<file path="config.mk">
export PLATFORM = sky130hd
export DESIGN_NAME = sync_fifo_param
export DESIGN_NICKNAME = d
export VERILOG_FILES = /design/src/rtl/sync_fifo_param.sv
export SDC_FILE = /design/constraint.sdc
export NUM_CORES = 1
export LEC_CHECK = 0
export CAP_MARGIN = 40
export CORE_UTILIZATION = 25
export CTS_BUF_LIST = sky130_fd_sc_hd__clkbuf_8
export DETAILED_ROUTE_END_ITERATION = 6
export SLEW_MARGIN = 20
export SYNTH_ARGS = -nofsm -noshare
export SYNTH_HDL_FRONTEND = slang
export SYNTH_SLANG_ARGS = --single-unit
</file>
<file path="constraint.sdc">
create_clock -name i_CLK -period 3 [get_ports i_CLK]
set_input_delay 0.45 -clock i_CLK [delete_from_list [all_inputs] [get_ports i_CLK]]
set_output_delay 0.45 -clock i_CLK [all_outputs]
set_load 0.005 [all_outputs]
</file>
<file path="src/rtl/sync_fifo_param.sv">
// sync_fifo_param: synchronous FIFO with count, threshold flags and sticky error flags.
// Define SYNC_FIFO_FWFT_EN for first-word-fall-through output; default is a registered read port.
module sync_fifo_param #(
    parameter int DATA_W = 8,
    parameter int ADDR_W = 3,
    parameter int AF_LVL = (2 ** ADDR_W) - 2,
    parameter int AE_LVL = 2
) (
    input  logic              i_CLK,
    input  logic              i_RST,
    input  logic              WR,
    input  logic [DATA_W-1:0] WR_DATA,
    input  logic              RD,
    input  logic              CLR_ERR,
    output logic [DATA_W-1:0] RD_DATA,
    output logic              FULL,
    output logic              EMPTY,
    output logic              ALMOST_FULL,
    output logic              ALMOST_EMPTY,
    output logic [ADDR_W:0]   COUNT,
    output logic              OVERFLOW,
    output logic              UNDERFLOW
);
    localparam int DEPTH = 2 ** ADDR_W;
    localparam logic [ADDR_W:0] DEPTH_C = (ADDR_W + 1)'(DEPTH);
    localparam logic [ADDR_W:0] AF_C = (ADDR_W + 1)'(AF_LVL);
    localparam logic [ADDR_W:0] AE_C = (ADDR_W + 1)'(AE_LVL);
    logic [DATA_W-1:0] mem [DEPTH];
    logic [ADDR_W-1:0] wr_ptr, rd_ptr;
    logic [DATA_W-1:0] data_q;
    logic wr_ok, rd_ok;
    assign FULL = COUNT == DEPTH_C;
    assign EMPTY = COUNT == '0;
    assign ALMOST_FULL = COUNT >= AF_C;
    assign ALMOST_EMPTY = COUNT <= AE_C;
    // a full FIFO still takes a write when a read frees the slot on the same edge
    assign wr_ok = WR && (!FULL || RD);
    assign rd_ok = RD && !EMPTY;
    always_ff @(posedge i_CLK) begin
        if (wr_ok && !i_RST) mem[wr_ptr] <= WR_DATA;
    end
    always_ff @(posedge i_CLK) begin
        if (i_RST) begin
            wr_ptr <= '0;
            rd_ptr <= '0;
            COUNT <= '0;
            data_q <= '0;
            OVERFLOW <= 1'b0;
            UNDERFLOW <= 1'b0;
        end else begin
            if (wr_ok) wr_ptr <= wr_ptr + ADDR_W'(1);
            if (rd_ok) rd_ptr <= rd_ptr + ADDR_W'(1);
            if (rd_ok) data_q <= mem[rd_ptr];
            COUNT <= COUNT + (ADDR_W + 1)'(wr_ok) - (ADDR_W + 1)'(rd_ok);
            OVERFLOW <= (WR && !RD && FULL) || (OVERFLOW && !CLR_ERR);
            UNDERFLOW <= (RD && EMPTY) || (UNDERFLOW && !CLR_ERR);
        end
    end
`ifdef SYNC_FIFO_FWFT_EN
    // data_q captures the word being popped, so it shows the last word once empty
    assign RD_DATA = EMPTY ? data_q : mem[rd_ptr];
`else
    assign RD_DATA = data_q;
`endif
endmodule
</file>
==> results.sh <==
export IMPL_relSlewSlack_pct=46.34
export IMPL_num_io_pins=31
export IMPL_p_leak_nw=1.418
export IMPL_finalClockSkew_ps=12.77
export IMPL_wl_per_cell_um=15.18
export IMPL_gp_congestion=0.7589
export IMPL_yosys_top_cells_area="edfxtp_1 56%, dfxtp_1 12%, mux2i_1 9.6%, ha_1 3.7%, a22oi_1 3.5%"
export IMPL_clockBufferDepth=2
export IMPL_p_per_area_mw_per_mm2=774.3
export IMPL_syn_inst=227
export IMPL_arrival_ps=2880
export IMPL_netlist_area_sq_mm=0.003427
export IMPL_drive_above_1_share_pct=12.45
export IMPL_yosysSeqAreaShare_pct=67.76
export IMPL_holdBufCountCts=0
export IMPL_clkSinkCount=84
export IMPL_drv_cap=0
export IMPL_crit_path_end_kind="flip-flop"
export IMPL_htree_levels=3
export IMPL_die_w_um=119.1
export IMPL_grt_ovfl_total=0
export IMPL_peakVddDrop_mv=0.2209
export IMPL_endpoint="COUNT[1]"
export IMPL_status="finished clean"
export IMPL_reg2reg_slack_ps=380
export IMPL_drt_iter0_drc=105
export IMPL_rr_startpoint="COUNT[2]"
export IMPL_worstSetupStartpointType="flip-flop"
export IMPL_synth_most_common_cell="edfxtp_1"
export IMPL_antenna_left=0
export IMPL_critPathSlowestCell="or3b_2"
export IMPL_setup_violations=0
export IMPL_cts_buffers=9
export IMPL_track_usage_pct=10.28
export IMPL_rsz0062_at_grt="no"
export IMPL_hold_violations=0
export IMPL_clkLatencyLatePin_ps=350
export IMPL_crit_path_max_fanout=6
export IMPL_yosysTopAreaCell="edfxtp_1"
export IMPL_yosysUniqueCellTypes=33
export IMPL_pre_cts_slack_ps=365.0
export IMPL_antenna_cells=0
export IMPL_fmax_mhz=382.2
export IMPL_drt_wl_total_um=6815
export IMPL_design_die_area_sq_mm=0.01418
export IMPL_syn_nets=251
export IMPL_path_clk_slew_ps=90
export IMPL_fin_crit_sh_pct=87.22
export IMPL_cts_setup_buffers=0
export IMPL_viasPerCell=4.336
export IMPL_ys_ff_latch=84
export IMPL_yosys_warnings=0
export IMPL_path_depth=10
export IMPL_cpLargestDelayFamily="adder cells"
export IMPL_min_delay_path_class="reg -> reg"
export IMPL_finalPower_mw=3.250
export IMPL_die_h_um=119.1
export IMPL_vias=1947
export IMPL_ys_flop_type="edfxtp_1"
export IMPL_core_sq_mm=0.01330
export IMPL_initial_core_util_pct=25.78
export IMPL_ys_top_cells_by_count="64 x edfxtp_1, 33 x mux2i_1, 20 x dfxtp_1"
export IMPL_grt_max_degree=17
export IMPL_ctsResizeCount=0
export IMPL_antenna_found_initial=0
export IMPL_crit_required_ps=3260
export IMPL_holdWs_ps=482.1
export IMPL_crit_type="reg -> reg"
export IMPL_grt_pass1_wl_um=10850
export IMPL_grt_pass1_vias=2068
export IMPL_crit_start="COUNT[2]"
export IMPL_cts_tree="built"
export IMPL_final_min_clock_period_ps=2616
export IMPL_hpwl_um=4403
export IMPL_port_buffers=30
export IMPL_cp_num_buf_inv=3
export IMPL_root_buffer="clkbuf_8"
export IMPL_slowest_delay_ps=460
export IMPL_fin_tns_setup_ps=0
export IMPL_timing_worst_slew_pin_value_ps=802.0
export IMPL_yosys_area_top_type_share_pct=56.08
export IMPL_fin_util_pct=31.57
export IMPL_postSynth_asyncResetShare_pct=0
export IMPL_ff2ff_path_depth=10
export IMPL_crit_chain="inv_1, ha_1, or3b_2, o21a_1, inv_1, ha_1, inv_1, ha_1, fa_1, nor2b_1"
export IMPL_syn2layout_area_growth_pct=22.49
export IMPL_synth_edf_count=64
export IMPL_rows=42
export IMPL_route_detailed_drc=0
export IMPL_hp_start="RD_DATA[5]"
export IMPL_slew_viol_final=0
export IMPL_num_nets_final=292
export IMPL_first_pass_iters=4
export IMPL_syn_area_per_cell_sq_um=15.10
export IMPL_r2r_end="COUNT[1]"
export IMPL_setup_ws_ps=383.5
==> logic make-up (layout without fill, tap and decap cells) <==
group	count (synthesis)	after routing	share of synthesized area [%]
muxes	33	33	9.639
DFF	84	84	67.76
buffers and inverters	20	66	2.884
and+or+nand+nor	41	41	6.754
adders and majority gates	11	11	4.235
AOI/OAI and AO/OA	34	34	7.704
xor gates and xnor gates	4	4	1.022
==> cell usage in the layout (no fill, tap or decap), types with 2 or more instances in the layout <==
master           count
a21oi_1              6
a22oi_1             16
a32o_1               9
buf_4               11
bufinv_16            2
clkbuf_8            10
clkdlybuf4s50_1     30
dfxtp_1             19
edfxtp_1            64
ha_1                10
inv_1                9
inv_6                3
mux2i_1             33
nand2_1              8
nand2b_1             3
nand3b_1             2
nor2_1              10
nor2b_1              5
nor3_1               3
nor4_1               3
xnor2_1              3
==> stage by stage <==
stage               instances  area (sq um)
global route              449          4198
finish                    449          4198
detailed placement        433          3966
floorplan                 227          3427
CTS                       449          4198
global placement          433          3966
==> metal layers <==
layer  up-vias  track usage (%)  routed length, um
met3        10            1.916                194
met1       961            12.87               3195
met4         0            5.222                115
li1        940                -                  -
met2        36            16.86               3309
met5         -                0                  0
==> layout make-up <==
type / count / area [sq um]
clock inverter: 6 / 93.84
tap: 176 / 220.2
multi-input combinational: 123 / 1006
clock buffer: 10 / 137.6
fill: 1292 / 9097
timing repair buffer: 41 / 382.9
sequential: 84 / 2323
inverter: 9 / 33.78
==> registers in the layout (all words and copies together), names as in the netlist <==
name and flops:
COUNT 4, OVERFLOW 1, RD_DATA 8, UNDERFLOW 1
mem 64, rd_ptr 3, wr_ptr 3
==> how the worst min path moves through the flow <==
stage	endpoint	slack, ps	cells past startpoint
6_report	RD_DATA[5]	480	1
2_1_floorplan	OVERFLOW	460	2
3_3_place_gp	RD_DATA[1]	460	1
5_1_grt	RD_DATA[1]	510	1
4_1_cts	RD_DATA[5]	490	1
3_5_place_dp	RD_DATA[5]	470	1
==> power by group <==
| part | internal [mW] | switching [mW] |
|---|---|---|
| clock | 0.501 | 0.422 |
| sequential | 1.34 | 0.0736 |
| combinational | 0.493 | 0.419 |
| total | 2.34 | 0.914 |
==> worst register-to-register path, stage by stage, from the launching register on <==
cell and delay (ps):
dfxtp_1 340, inv_1 130, ha_1 150, or3b_2 460, o21a_1 250, inv_1 170, ha_1 260, inv_1 60
ha_1 170, fa_1 400, nor2b_1 130
Power figures use the tool's default switching activity.
